**src/rtl/hazard_if.sv**
```systemverilog
// Pipeline <-> hazard unit signal bundle: ID/EX hazard sources in, stall/flush controls and counters out.
interface hazard_if;
  logic [4:0]  ID_Rs_addr;
  logic [4:0]  ID_Rt_addr;
  logic        ID_Uses_Rt;
  logic        ID_EX_MemRead;
  logic [4:0]  ID_EX_Rt_addr;
  logic        EX_Branch_taken;
  logic        EX_MulDiv;
  logic        PC_Write;
  logic        IF_ID_Write;
  logic        ID_EX_Write;
  logic        IF_ID_Flush;
  logic        ID_EX_Flush;
  logic        EX_MEM_Flush;
  logic        MD_Busy;
  logic [15:0] Stall_count;
  logic [15:0] Flush_count;

  modport master (
    output ID_Rs_addr, ID_Rt_addr, ID_Uses_Rt, ID_EX_MemRead, ID_EX_Rt_addr,
           EX_Branch_taken, EX_MulDiv,
    input  PC_Write, IF_ID_Write, ID_EX_Write, IF_ID_Flush, ID_EX_Flush,
           EX_MEM_Flush, MD_Busy, Stall_count, Flush_count
  );

  modport slave (
    input  ID_Rs_addr, ID_Rt_addr, ID_Uses_Rt, ID_EX_MemRead, ID_EX_Rt_addr,
           EX_Branch_taken, EX_MulDiv,
    output PC_Write, IF_ID_Write, ID_EX_Write, IF_ID_Flush, ID_EX_Flush,
           EX_MEM_Flush, MD_Busy, Stall_count, Flush_count
  );
endinterface

```
**src/rtl/hazard_unit.sv**
```systemverilog
// Hazard unit: mult/div occupancy stall, taken-branch flush and load-use stall, plus
// saturating stall/flush performance counters.
module hazard_unit #(
  parameter int MD_LATENCY = 4
) (
  input  logic     clk,
  input  logic     rst_n,
  hazard_if.slave  hz
);

  typedef enum logic [0:0] {
    RUN     = 1'b0,
    MD_BUSY = 1'b1
  } state_t;

  localparam logic [3:0] MD_LOAD = 4'(MD_LATENCY - 2);

  state_t      state_q, state_d;
  logic [3:0]  md_cnt_q, md_cnt_d;
  logic [15:0] stall_cnt_q, stall_cnt_d;
  logic [15:0] flush_cnt_q, flush_cnt_d;
  logic        md_stall_s;
  logic        load_use_s;
  logic        branch_flush_s;
  logic        pc_write_s, if_id_write_s, id_ex_write_s;
  logic        if_id_flush_s, id_ex_flush_s, ex_mem_flush_s;

  // State, occupancy counter and performance counters.
  always_ff @(posedge clk or negedge rst_n) begin
    if (!rst_n) begin
      state_q     <= RUN;
      md_cnt_q    <= 4'd0;
      stall_cnt_q <= 16'd0;
      flush_cnt_q <= 16'd0;
    end else begin
      state_q     <= state_d;
      md_cnt_q    <= md_cnt_d;
      stall_cnt_q <= stall_cnt_d;
      flush_cnt_q <= flush_cnt_d;
    end
  end

  // Mult/div sequencing; the final MD_BUSY cycle is stall-free and cannot retrigger.
  always_comb begin
    state_d    = state_q;
    md_cnt_d   = md_cnt_q;
    md_stall_s = 1'b0;
    case (state_q)
      RUN: begin
        if (hz.EX_MulDiv) begin
          md_stall_s = 1'b1;
          md_cnt_d   = MD_LOAD;
          state_d    = MD_BUSY;
        end else begin
          state_d = RUN;
        end
      end
      MD_BUSY: begin
        if (md_cnt_q != 4'd0) begin
          md_stall_s = 1'b1;
          md_cnt_d   = md_cnt_q - 4'd1;
        end else begin
          state_d = RUN;
        end
      end
      default: begin
        state_d  = RUN;
        md_cnt_d = 4'd0;
      end
    endcase
  end

  // Register 0 is excluded through the load destination check.
  assign load_use_s = hz.ID_EX_MemRead && (hz.ID_EX_Rt_addr != 5'd0) &&
                      ((hz.ID_EX_Rt_addr == hz.ID_Rs_addr) ||
                       (hz.ID_Uses_Rt && (hz.ID_EX_Rt_addr == hz.ID_Rt_addr)));

  // Control priority: mult/div stall, then branch flush, then load-use; reset forces defaults.
  always_comb begin
    pc_write_s     = 1'b1;
    if_id_write_s  = 1'b1;
    id_ex_write_s  = 1'b1;
    if_id_flush_s  = 1'b0;
    id_ex_flush_s  = 1'b0;
    ex_mem_flush_s = 1'b0;
    branch_flush_s = 1'b0;
    if (rst_n && md_stall_s) begin
      pc_write_s     = 1'b0;
      if_id_write_s  = 1'b0;
      id_ex_write_s  = 1'b0;
      ex_mem_flush_s = 1'b1;
    end else if (rst_n && hz.EX_Branch_taken) begin
      branch_flush_s = 1'b1;
      if_id_flush_s  = 1'b1;
      id_ex_flush_s  = 1'b1;
    end else if (rst_n && load_use_s) begin
      pc_write_s    = 1'b0;
      if_id_write_s = 1'b0;
      id_ex_flush_s = 1'b1;
    end else begin
      pc_write_s = 1'b1;
    end
  end

  // Saturating performance counter next-state.
  always_comb begin
    stall_cnt_d = stall_cnt_q;
    flush_cnt_d = flush_cnt_q;
    if (!pc_write_s && (stall_cnt_q != 16'hFFFF)) begin
      stall_cnt_d = stall_cnt_q + 16'd1;
    end else begin
      stall_cnt_d = stall_cnt_q;
    end
    if (branch_flush_s && (flush_cnt_q != 16'hFFFF)) begin
      flush_cnt_d = flush_cnt_q + 16'd1;
    end else begin
      flush_cnt_d = flush_cnt_q;
    end
  end

  assign hz.PC_Write     = pc_write_s;
  assign hz.IF_ID_Write  = if_id_write_s;
  assign hz.ID_EX_Write  = id_ex_write_s;
  assign hz.IF_ID_Flush  = if_id_flush_s;
  assign hz.ID_EX_Flush  = id_ex_flush_s;
  assign hz.EX_MEM_Flush = ex_mem_flush_s;
  assign hz.MD_Busy      = rst_n && md_stall_s;
  assign hz.Stall_count  = stall_cnt_q;
  assign hz.Flush_count  = flush_cnt_q;

endmodule

```
**src/flat_wrapper.sv**
```systemverilog
// flat-port wrapper written by rule: the top's interface ports become plain ports
module hazard_unit_flat 
#(
  parameter int MD_LATENCY = 4
)
  (clk, rst_n, hz_ID_Rs_addr, hz_ID_Rt_addr, hz_ID_Uses_Rt, hz_ID_EX_MemRead, hz_ID_EX_Rt_addr, hz_EX_Branch_taken, hz_EX_MulDiv, hz_PC_Write, hz_IF_ID_Write, hz_ID_EX_Write, hz_IF_ID_Flush, hz_ID_EX_Flush, hz_EX_MEM_Flush, hz_MD_Busy, hz_Stall_count, hz_Flush_count);
  hazard_if hz_i ();
  input  logic clk;
  input  logic rst_n;
  input wire logic [$bits(hz_i.ID_Rs_addr)-1:0] hz_ID_Rs_addr;
  input wire logic [$bits(hz_i.ID_Rt_addr)-1:0] hz_ID_Rt_addr;
  input wire logic [$bits(hz_i.ID_Uses_Rt)-1:0] hz_ID_Uses_Rt;
  input wire logic [$bits(hz_i.ID_EX_MemRead)-1:0] hz_ID_EX_MemRead;
  input wire logic [$bits(hz_i.ID_EX_Rt_addr)-1:0] hz_ID_EX_Rt_addr;
  input wire logic [$bits(hz_i.EX_Branch_taken)-1:0] hz_EX_Branch_taken;
  input wire logic [$bits(hz_i.EX_MulDiv)-1:0] hz_EX_MulDiv;
  output wire logic [$bits(hz_i.PC_Write)-1:0] hz_PC_Write;
  output wire logic [$bits(hz_i.IF_ID_Write)-1:0] hz_IF_ID_Write;
  output wire logic [$bits(hz_i.ID_EX_Write)-1:0] hz_ID_EX_Write;
  output wire logic [$bits(hz_i.IF_ID_Flush)-1:0] hz_IF_ID_Flush;
  output wire logic [$bits(hz_i.ID_EX_Flush)-1:0] hz_ID_EX_Flush;
  output wire logic [$bits(hz_i.EX_MEM_Flush)-1:0] hz_EX_MEM_Flush;
  output wire logic [$bits(hz_i.MD_Busy)-1:0] hz_MD_Busy;
  output wire logic [$bits(hz_i.Stall_count)-1:0] hz_Stall_count;
  output wire logic [$bits(hz_i.Flush_count)-1:0] hz_Flush_count;
  assign hz_i.ID_Rs_addr = hz_ID_Rs_addr;
  assign hz_i.ID_Rt_addr = hz_ID_Rt_addr;
  assign hz_i.ID_Uses_Rt = hz_ID_Uses_Rt;
  assign hz_i.ID_EX_MemRead = hz_ID_EX_MemRead;
  assign hz_i.ID_EX_Rt_addr = hz_ID_EX_Rt_addr;
  assign hz_i.EX_Branch_taken = hz_EX_Branch_taken;
  assign hz_i.EX_MulDiv = hz_EX_MulDiv;
  assign hz_PC_Write = hz_i.PC_Write;
  assign hz_IF_ID_Write = hz_i.IF_ID_Write;
  assign hz_ID_EX_Write = hz_i.ID_EX_Write;
  assign hz_IF_ID_Flush = hz_i.IF_ID_Flush;
  assign hz_ID_EX_Flush = hz_i.ID_EX_Flush;
  assign hz_EX_MEM_Flush = hz_i.EX_MEM_Flush;
  assign hz_MD_Busy = hz_i.MD_Busy;
  assign hz_Stall_count = hz_i.Stall_count;
  assign hz_Flush_count = hz_i.Flush_count;
  hazard_unit #(.MD_LATENCY(MD_LATENCY)) u_core (.clk(clk), .rst_n(rst_n), .hz(hz_i));
endmodule
```
**config.mk**
```make
export PLATFORM = sky130hd
export DESIGN_NAME = hazard_unit_flat
export DESIGN_NICKNAME = d
export VERILOG_FILES = /design/src/rtl/hazard_if.sv /design/src/rtl/hazard_unit.sv /design/src/flat_wrapper.sv
export SDC_FILE = /design/constraint.sdc
export NUM_CORES = 1
export LEC_CHECK = 0
export ABC_AREA = 1
export BUFFER_PORTS_ARGS = -buffer_cell sky130_fd_sc_hd__buf_2
export CAP_MARGIN = 10
export CORE_MARGIN = 2
export CORE_UTILIZATION = 48
export DETAILED_ROUTE_END_ITERATION = 10
export PLACE_DENSITY = 0.76
export SLEW_MARGIN = 40
export SYNTH_ARGS = -nofsm -noshare
export SYNTH_HDL_FRONTEND = slang
export SYNTH_SLANG_ARGS = --single-unit
```
**constraint.sdc**
```tcl
create_clock -name clk -period 1.6 [get_ports clk]
set_input_delay 0.16 -clock clk [delete_from_list [all_inputs] [get_ports clk]]
set_output_delay 0.16 -clock clk [all_outputs]
set_load 0.005 [all_outputs]
```
# Yosys cells after proc, flatten, opt, wreduce, memory -nomap -nowiden
# Cells that the tools add are included.
# totals
memories	0
latch_bits	0
romBits	0
reg_bits	37
output_inout_bits	39
ramBits	0
# op_classes
muxes	16
bitwise_logic	1
magnitude_cmp	0
n_shift	0
n_addsub	3
div	0
mul	0
reduce_logical	13
eq_ne	6
# op_table
op	count
adder 16 x 1 -> 16 bit (second input constant)	2
!= test 16 bit (second input constant)	2
two-way mux 1 bit	12
== test 5 bit	2
logical AND 1 bit	8
two-way mux 4 bit	2
case mux 4 bit (2 select lines)	1
nonzero test 5 bit	1
!= test 2 bit (second input constant)	2
nonzero test 4 bit	1
subtractor 4 x 1 -> 4 bit (second input constant)	1
case mux 1 bit (2 select lines)	1
AND reduction 2 bit	1
zero test 1 bit	1
logical OR 1 bit	1
inverter 1 bit	1

# Depth between registers and ports, before layout
# Gate-level depths: netlist of run 1.
# depth
word_depth	10
depth_mapped	12
mapped_depth_nobuf	11

# Worst setup path before layout of run 1
# Ideal clock, no wire load.
# synth_timing
path_type	reg-to-output
from	register u_core.md_cnt_q[0]
to	output hz_PC_Write
required_time_ns	1.440
t_arrival_ns	1.465
setup_slack_ns	-0.025
stages_incl_launch_ff	11
path_cell_list	dfrtp_1 inv_1 ha_1 nand3_1 nand2_2 nand2_2 nand2_1 nand2_1 buf_4 inv_1 buf_4
# synth_between
elab_chain_len	5
# synth_rtl
item	line_no	text
from (decl)	hazard_unit.sv:19	logic [3:0] md_cnt_q, md_cnt_d;
from (signal assigned)	hazard_unit.sv:37	md_cnt_q <= md_cnt_d;
nonzero test 4 bit	hazard_unit.sv:59	if (md_cnt_q != 4'd0) begin
two-way mux 1 bit	hazard_unit.sv:59	
case mux 1 bit (2 select lines)	hazard_unit.sv:48	case (state_q)
via u_core.md_stall_s	hazard_unit.sv:22	logic md_stall_s;
logical AND 1 bit	hazard_unit.sv:87	if (rst_n && md_stall_s) begin
two-way mux 1 bit	--	
to (decl)	flat_wrapper.sv:17	output wire logic [$bits(hz_i.PC_Write)-1:0] hz_PC_Write;
# The timed path passes the listed nets, and every way through them passes these cells.

# Worst setup path after layout of run 1
# layout_timing
from	register u_core.md_cnt_q[0]
to	register u_core.flush_cnt_q[3] (netlist: u_core.hz.Flush_count[3])
# layout_between
elab_chain_len	6
# layout_rtl
item	line_no	text
nonzero test 4 bit	hazard_unit.sv:59	
two-way mux 1 bit	hazard_unit.sv:59	
case mux 1 bit (2 select lines)	hazard_unit.sv:48	
via u_core.md_stall_s	hazard_unit.sv:22	
logical AND 1 bit	hazard_unit.sv:87	
two-way mux 1 bit	hazard_unit.sv:87	
logical AND 1 bit	hazard_unit.sv:114	if (branch_flush_s && (flush_cnt_q != 16'hFFFF)) begin
to (signal assigned)	hazard_unit.sv:39	flush_cnt_q <= flush_cnt_d;
to (decl)	hazard_unit.sv:21	logic [15:0] flush_cnt_q, flush_cnt_d;
# The timed path passes the listed nets, and every way through them passes these cells.
# A chain may end at the register's enable or synchronous reset.

==> metrics.cfg, run 1 <==
[power_and_ir_drop]
ir_drop_uv=1187
pwr_density_cell_nw_per_um2=1184
power.leakage_nw=1.850

[min_path]
hold_end=u_core.md_cnt_q[2]
holdCritStartpoint=hz_EX_MulDiv
min_path_type=in -> reg
min_path_cells=2

[layout]
seq_area_um2=927.1
n_antenna_cell=0
drive_above_1_share_pct=37.56
fin_util_pct=71.47
area_delta_synth_final_pct=44.94
multi_input_area_um2=1398
fillers=374
final_area_um2=3353
nets=434

[floorplanning]
die_h_um=73.43
die_area_um2=5391
ios=60
core_region_area_um2=4692
fp.dieW_um=73.43
start_util_pct=49.31
placementRows=25

[critical_path]
reg2reg_slack_ps=-140
worstPathArrival_ps=1960
worst_setup_path_end_kind=flop
worst_path_largest_cell_delay_ps=410
rr_endpoint=u_core.hz.Flush_count[3]
path_cells=inv_2 -> ha_4 -> nand3_2 -> nand2_2 -> nand2_4 -> buf_6 -> nor2_4 -> nand2_4 -> buf_6 -> nor2_4 -> xor2_2
required_ps=1820
ff2ff_path_depth=11
reg2reg_from=u_core.md_cnt_q[0]
crit_fanout=6
crit_type=reg -> reg
start_kind=flop
critPathSlowestCell=dfrtp_1
startpoint=u_core.md_cnt_q[0]

[run_status]
violations=negative setup slack
status=finished with violations

[sta]
slew_viol_final=0
timing.final.crit_period_ps=1743
finalSetupViolations=20
slew_headroom_pct=78.66
rsz0062_at_grt=yes
fmax_mhz=573.7
hold_viol_final=0
fin_ws_ps=-143.2
hold_ws_ps=54.32
fin_crit_sh_pct=108.9
tightestPinTransition_ps=320.1
skew_ps=11.47

[global_route]
grt_max_degree=22
grt_pass1_vias=2274
grt_antenna_before_repair=0
grt_usage_pct=24.03
grt.overflow.total=0
grt_pass1_wl_mm=9.942

[synth]
avgSynthCellArea_um2=7.511
ys_warn_count=0
synth_seq_cells=37
synth_cell_types=25
synth_nets=333
synth_area_um2=2313
seq_area_frac_synth_pct=40.02
netlist_instances=308

[clock_tree]
clockRootBuffer=clkbuf_8
clock_latency_ps=300
cts_tree=built
cts_max_path_buffers=2
clock_sinks=37
clk_pin_slew_ps=80
numCtsBuffers=5
htreeDepth=2

[placed_design]
portBuffers=59
pre_cts_slack_ps=-72.02
placed_cell_area_um2=2804
gp_congestion=0.8311
dp_hpwl_mm=3.929

[detailed_routing]
wl_mm=6.051
first_iter_violations=153
drc=0
drtPass1Iterations=4
num_vias=2333
viasPerCell=5.028
routedWlPerCell_um=13.04
ant_nets=0

[flow_run]
maxCapViolCount=0

metal layers:
metal  vias to the layer above  global-route usage [%]  wire (um)
met3                        12                   5.761        265
met2                        65                   41.34       3065
li1                       1155                       -          -
met1                      1101                   29.37       2591
met5                         -                       0          0
met4                         0                   8.485        129
critical path: cells and delay by family (launching register included):
family	cells	cell delay, ps
xor+xnor	1	180
fa+ha+maj	1	130
buf+inv	3	380
flops	1	410
simple gates	6	570
placed cells by master, fill, tap and decap left out, types with 2 or more instances in the layout:
cell       n
clkbuf_8   6
inv_2      3
nand4_1    7
buf_2     57
xor2_2     2
nand2_8    2
buf_4     34
nand3_1   27
xor2_1    13
nor2_4     8
dfrtp_1   36
nor3_1     3
a21oi_1    2
ha_4       2
buf_12     2
xnor2_1   14
nand3_4    2
buf_6      6
nand3_2    7
nor3_4     2
nand2_2    7
nand2_4    5
inv_1     32
nand2_1   97
nor2_1    18
power breakdown:
part	internal (mW)	leakage (nW)	switching (mW)
clock	0.509	0.0585	0.353
sequential	1.10	0.495	0.206
combinational	0.908	1.30	0.892
worst max path at each step:
stage | endpoint | cells past startpoint | slack, ps
2_1_floorplan | hz_PC_Write | 10 | 7
4_1_cts | hz_IF_ID_Flush | 8 | -70
3_5_place_dp | u_core.hz.Flush_count[3] | 10 | -70
3_3_place_gp | u_core.hz.Flush_count[3] | 10 | 20
6_report | u_core.hz.Flush_count[3] | 11 | -140
5_1_grt | u_core.hz.Flush_count[3] | 11 | -240
flip-flops by register name (all words and copies together) (netlist names):
signal	count
u_core.hz.Flush_count	16
u_core.hz.Stall_count	16
u_core.md_cnt_q	4
u_core.state_q	1
area by class of cell:
type / count / area share [%]
multi-input combinational: 227 / 41.68
sequential: 37 / 27.65
timing repair buffer: 101 / 20.60
inverter: 37 / 4.590
clock buffer: 7 / 2.575
tap: 54 / 2.015
clock inverter: 1 / 0.8955
cell families after synthesis:
group | after synthesis | synth area share (%)
buffers and inverters | 44 | 8.923
flip-flops | 37 | 40.02
AO/OA/AOI/OAI | 6 | 1.460
XOR/XNOR | 29 | 10.98
adder cells (fa/ha/maj) | 4 | 2.163
AND/OR/NAND/NOR | 188 | 36.45
synth_stat cells:
cell      count  area share, %
nand2_1     106             17
dfrtp_1      37             40
inv_1        37            6.0
nand3_1      35            7.6
nor2_1       23            3.7
xor2_1       15            5.7
xnor2_1      14            5.3
nand4_1       7            1.9
buf_4         4            1.3
ha_1          4            2.2
a21oi_1       3           0.65
nand2_2       3           0.81
nor2_4        3            1.5
nor3_1        3           0.65
buf_6         2           0.97
nand2_4       2           0.97
nor3_2        2           0.87
buf_8         1           0.65
nand3_2       1           0.43
nand3b_1      1           0.32
nor2_2        1           0.27
o211ai_1      1           0.32
o21ai_0       1           0.22
o22ai_1       1           0.27
or2_2         1           0.27
metrics by stage:
step / TNS (ps) / std cells / total power, mW
final: -783.5 / 464 / 3.971
after global routing: -4120 / 464 / 4.204
after CTS: -407.2 / 463 / 3.711
after detailed placement: -464.5 / 438 / 2.421
after global placement: 0 / 438 / 2.354
after floorplan: 0 / 308 / 1.963
repair_timing:
action,in CTS,in global routing
hold buffers,1,0
hold endpoints to repair,37,0
buffers inserted,15,2
endpoints found under the setup margin,33,39
resized for setup,30,31
cloned,1,0
pin swaps,12,15
No activity file was read; power rests on OpenSTA's default activity.
==> run 2: changes to the inputs <==
--- a/config.mk
+++ b/config.mk
@@ -8,10 +8,13 @@
 export ABC_AREA = 1
 export BUFFER_PORTS_ARGS = -buffer_cell sky130_fd_sc_hd__buf_2
 export CAP_MARGIN = 10
+export CELL_PAD_IN_SITES_DETAIL_PLACEMENT = 1
+export CELL_PAD_IN_SITES_GLOBAL_PLACEMENT = 2
 export CORE_MARGIN = 2
-export CORE_UTILIZATION = 48
+export CORE_UTILIZATION = 26
+export CTS_CLUSTER_SIZE = 10
 export DETAILED_ROUTE_END_ITERATION = 10
-export PLACE_DENSITY = 0.76
+export PLACE_DENSITY_LB_ADDON = 0.1
 export SLEW_MARGIN = 40
 export SYNTH_ARGS = -nofsm -noshare
 export SYNTH_HDL_FRONTEND = slang
==> constraint.sdc (replaced) <==
create_clock -name clk -period 1.6 [get_ports clk]
set_input_delay 0.32 -clock clk [delete_from_list [all_inputs] [get_ports clk]]
set_output_delay 0.32 -clock clk [all_outputs]
set_load 0.005 [all_outputs]
==> metrics.cfg, run 2 (synthesized netlist as in run 1, its figures left out) <==
[run_status]
status=finished with violations
violations=negative setup slack

[placed_design]
dp.cells=516
portBuffers=59
gp_congestion=0.7370
placed_cell_area_um2=3092
pre_cts_slack_ps=-65.67
dp_hpwl_mm=5.265

[sta]
slew_viol_final=0
skew_ps=11.84
fmax_mhz=552.3
slew_headroom_pct=69.55
fin_crit_sh_pct=113.2
rsz0062_at_grt=yes
fin_ws_ps=-210.7
tightestPinTransition_ps=456.8
final.setup.tns_ps=-1358
timing.final.crit_period_ps=1811
hold_viol_final=0
finalSetupViolations=13
hold_ws_ps=208.8

[floorplanning]
fp.dieW_um=98.33
die_area_um2=9669
die_h_um=98.33
core_region_area_um2=8678
ios=60
start_util_pct=26.66
placementRows=34

[critical_path]
reg2reg_slack_ps=-40
rr_endpoint=u_core.hz.Flush_count[2]
path_buf_inv=3
ff2ff_path_depth=11
reg2reg_from=u_core.md_cnt_q[1]
crit_fanout=3
start_kind=flop
cpMostUsedCell=nand2_8
worstPathArrival_ps=1490
worst_setup_path_end_kind=primary output
critPathSlowestCell=dfrtp_1
path_cells=inv_2 -> ha_4 -> nand3_4 -> nand2_4 -> nand2_8 -> nand2_8 -> inv_4 -> a21oi_2 -> buf_2
crit_family=flip-flops
crit_type=reg -> out
required_ps=1280
worst_path_largest_cell_delay_ps=390

[layout]
layout_commonest_cell=nand2_1
nets=454
final_cell_mix=nand2_1, buf_2, buf_4, dfrtp_1, inv_1
fin_cells=538
drive_above_1_share_pct=43.26
fin_util_pct=42.06
area_delta_synth_final_pct=57.76
n_antenna_cell=0
final_area_um2=3650

[global_route]
grt_antenna_before_repair=0
grt.overflow.total=0
grt_max_degree=34
grt_pass1_wl_mm=11.72
grt_usage_pct=15.15
grt_pass1_vias=2448

[detailed_routing]
drtPass1Iterations=4
ant_nets=0
num_vias=2397
wl_mm=7.159
first_iter_violations=20
viasPerCell=4.455
drc=0
routedWlPerCell_um=13.31

[clock_tree]
cts_tree=built
numCtsBuffers=5
htreeDepth=2
clock_latency_ps=300
clockRootBuffer=clkbuf_8
clk_pin_slew_ps=70
cts_max_path_buffers=2
clock_sinks=37

[min_path]
holdCritStartpoint=hz_EX_MulDiv
hold_end=u_core.md_cnt_q[2]
min_path_type=in -> reg
min_path_cells=2

[power_and_ir_drop]
pwr_density_cell_nw_per_um2=1076
power.leakage_nw=1.977
ir_drop_uv=560.7
report.power.total_mw=3.928

[flow_run]
maxCapViolCount=0

## run 2: cell count changes in the layout (fill, tap and decap cells not counted), moves of 4 or more
cell	change
buf_4	+17
nand2_2	+5
nand3_2	-4
nand2_1	-9
nand2_8	+5
## run 2: cell type report
class                           count  area, um^2
Inverter                           37       151.4
Fill cell                        1087        5029
Timing Repair Buffer              119       818.3
Clock buffer                        5       68.82
Clock inverter                      3       17.52
Multi-Input combinational cell    229        1531
Sequential cell                    37       927.1
Tap cell                          108       135.1
## run 2: worst reg2reg max path: stages, from the launching register on
cell     delay [ps]
dfrtp_1         390
inv_2            80
ha_4            140
nand3_4          60
nand2_4         100
nand2_8          70
nor2_4          120
buf_6           130
nand2_8          90
buf_8           170
nor2_4           80
xor2_1          130
## run 2: what timing repair did
| item | in CTS | in global routing |
|---|---|---|
| gates resized for setup | 9 | 69 |
| pin swaps | 10 | 18 |
| gates cloned | 2 | 0 |
| hold buffers | 1 | 0 |
| hold endpoints to repair | 4 | 0 |
| setup endpoints to repair | 23 | 36 |
| buffers inserted | 4 | 7 |
## run 2: report_power, final
group	internal [mW]	leakage, nW	switching [mW]
combinational	0.984	1.44	1.00
clock	0.302	0.0439	0.390
sequential	1.10	0.495	0.150
## run 2: worst max-delay path by stage
stage                                   start                       end  slack [ps]  cells past startpoint
final                      u_core.md_cnt_q[1]            hz_ID_EX_Flush        -210                      9
after global routing       u_core.md_cnt_q[1]               hz_PC_Write        -280                      9
after CTS                  u_core.md_cnt_q[0]            hz_IF_ID_Write        -230                      9
after detailed placement  hz_ID_EX_Rt_addr[0]  u_core.hz.Stall_count[4]         -70                     13
after global placement    hz_ID_EX_Rt_addr[4]               hz_PC_Write         -20                     11
after floorplan            u_core.md_cnt_q[0]               hz_PC_Write          10                     10
## run 2: routing by layer
metal / global-route usage [%] / vias up / share of wire (%)
li1: - / 1198 / -
met1: 18.72 / 1150 / 43
met2: 26.69 / 42 / 52
met3: 3.078 / 7 / 3.8
met4: 4.320 / 0 / 1.1
met5: 0 / - / 0
==> run 3: changes to the inputs <==
--- a/config.mk
+++ b/config.mk
@@ -8,13 +8,11 @@
 export ABC_AREA = 1
 export BUFFER_PORTS_ARGS = -buffer_cell sky130_fd_sc_hd__buf_2
 export CAP_MARGIN = 10
-export CELL_PAD_IN_SITES_DETAIL_PLACEMENT = 1
-export CELL_PAD_IN_SITES_GLOBAL_PLACEMENT = 2
 export CORE_MARGIN = 2
-export CORE_UTILIZATION = 26
+export CORE_UTILIZATION = 48
 export CTS_CLUSTER_SIZE = 10
 export DETAILED_ROUTE_END_ITERATION = 10
-export PLACE_DENSITY_LB_ADDON = 0.1
+export PLACE_DENSITY = 0.76
 export SLEW_MARGIN = 40
 export SYNTH_ARGS = -nofsm -noshare
 export SYNTH_HDL_FRONTEND = slang
==> metrics.cfg, run 3 (synthesized netlist as in run 1, its figures left out) <==
[run_status]
status=finished with violations
violations=negative setup slack

[floorplanning]
die_h_um=73.43
core_region_area_um2=4692
placementRows=25
ios=60
start_util_pct=49.31
fp.dieW_um=73.43
die_area_um2=5391

[critical_path]
required_ps=1280
worst_setup_path_end_kind=primary output
worst_path_largest_cell_delay_ps=390
cpMostUsedCell=nand2_4
start_kind=flop
crit_fanout=3
critPathSlowestCell=dfrtp_1
worstPathArrival_ps=1470
path_cells=inv_2 -> ha_4 -> nand3_4 -> nand2_4 -> nand2_4 -> buf_6 -> nor2_4 -> buf_2
crit_type=reg -> out

[layout]
drive_above_1_share_pct=35.93
layout_commonest_cell=nand2_1
area_delta_synth_final_pct=38.07
fillers=377
fin_cells=452
n_antenna_cell=0
final_cell_mix=nand2_1, buf_2, dfrtp_1, inv_1, nand3_1
fin_util_pct=68.08
nets=423

[clock_tree]
cts-hold-fix-buffers=0
numCtsBuffers=5
cts_max_path_buffers=2
clock_sinks=37
clock_latency_ps=290
cts_tree=built
clk_pin_slew_ps=80
clockRootBuffer=clkbuf_8
htreeDepth=2

[power_and_ir_drop]
ir_drop_uv=767.6
pwr_density_cell_nw_per_um2=1144
power.leakage_nw=1.795
report.power.total_mw=3.653

[global_route]
grt_usage_pct=22.02
grt.busiest_layer=met2
grt_antenna_before_repair=0
grt_use_met3_pct=6.036
grt_max_degree=22
grtUsageMet2_pct=36.84
grt.overflow.total=0
gr-usage-met1_pct=27.79
grt_pass1_wl_mm=9.225
grt_pass1_vias=2148

[sta]
fmax_mhz=560.2
slew_headroom_pct=81.54
tightestPinTransition_ps=276.9
fin_crit_sh_pct=111.6
slew_viol_final=0
rsz0062_at_grt=yes
timing.final.crit_period_ps=1785
hold_viol_final=0
hold_ws_ps=70.56
finalSetupViolations=20
skew_ps=7.751
fin_ws_ps=-185.0

[placed_design]
portBuffers=59
pre_cts_slack_ps=-43.07
dp.cells=435
dp_hpwl_mm=3.949
gp_congestion=0.8508

[detailed_routing]
viasPerCell=5.011
wl_mm=5.492
num_vias=2265
first_iter_violations=113
ant_nets=0
drtPass1Iterations=4
drc=0
routedWlPerCell_um=12.15

[flow_run]
maxCapViolCount=0

[min_path]
min_path_type=in -> async

## run 3: cell count changes in the layout (fill, tap and decap cells not counted), sizes merged
cell	delta
clkinvlp	-1
inv	-1
dlygate4sd3	-1
bufinv	+1
buf	-28
nand2	-2
## run 3: power by group
part | internal [mW] | total (mW) | switching (mW)
Sequential | 1.10 | 1.30 | 0.199
Clock | 0.453 | 0.787 | 0.334
Combinational | 0.768 | 1.56 | 0.797
## run 3: area by class of cell
cell class                      instances  area, um^2  area share, %
Clock buffer                            5       68.82          2.154
Clock inverter                          2       35.03          1.097
Multi-Input combinational cell        227        1391          43.56
Tap cell                               54       67.56          2.115
Inverter                               37       151.4          4.740
Timing Repair Buffer                   90       553.0          17.31
Sequential cell                        37       927.1          29.02
## run 3: through the flow
stage	setup TNS (ps)	instance area, um^2
6_report	-1935	3194
5_1_grt	-4636	3194
4_1_cts	-1083	3004
3_5_place_dp	-111.5	2809
3_3_place_gp	-4.774	2809
2_1_floorplan	0	2360
## run 3: worst max-delay path: cells and delay by family (launching register included)
kind / cells / cell delay (ps)
buffers and inverters: 3 / 340
flip-flops: 1 / 390
adder cells (fa/ha/maj): 1 / 140
AND/OR/NAND/NOR: 4 / 300
## run 3: path summary, 6_finish.rpt
kind                                                start                         to  slack [ps]  cells past startpoint
worst max-delay path                   u_core.md_cnt_q[1]             hz_IF_ID_Flush        -190                      8
worst min-delay path                                rst_n   u_core.hz.Stall_count[2]          70                      2
worst max register to register         u_core.md_cnt_q[1]  u_core.hz.Flush_count[13]        -170                     13
worst min register to register  u_core.hz.Stall_count[13]  u_core.hz.Stall_count[13]         530                      2
max in group asynchronous                           rst_n  u_core.hz.Flush_count[11]        1270                      2
min in group clk                             hz_EX_MulDiv         u_core.md_cnt_q[2]         210                      2
## run 3: per-layer routing
layer / part of all wire (%) / up-vias / routed length (um)
li1: - / 1138 / -
met1: 45 / 1064 / 2485
met2: 49 / 55 / 2693
met3: 4.4 / 8 / 243
met4: 1.3 / 0 / 69
met5: 0 / - / 0
## run 3: what timing repair did
item                                    CTS  global route
endpoints found under the setup margin   11            36
pin swaps                                 5             8
gates resized for setup                  11            40
gates cloned                              0             0
buffers inserted                          8             2
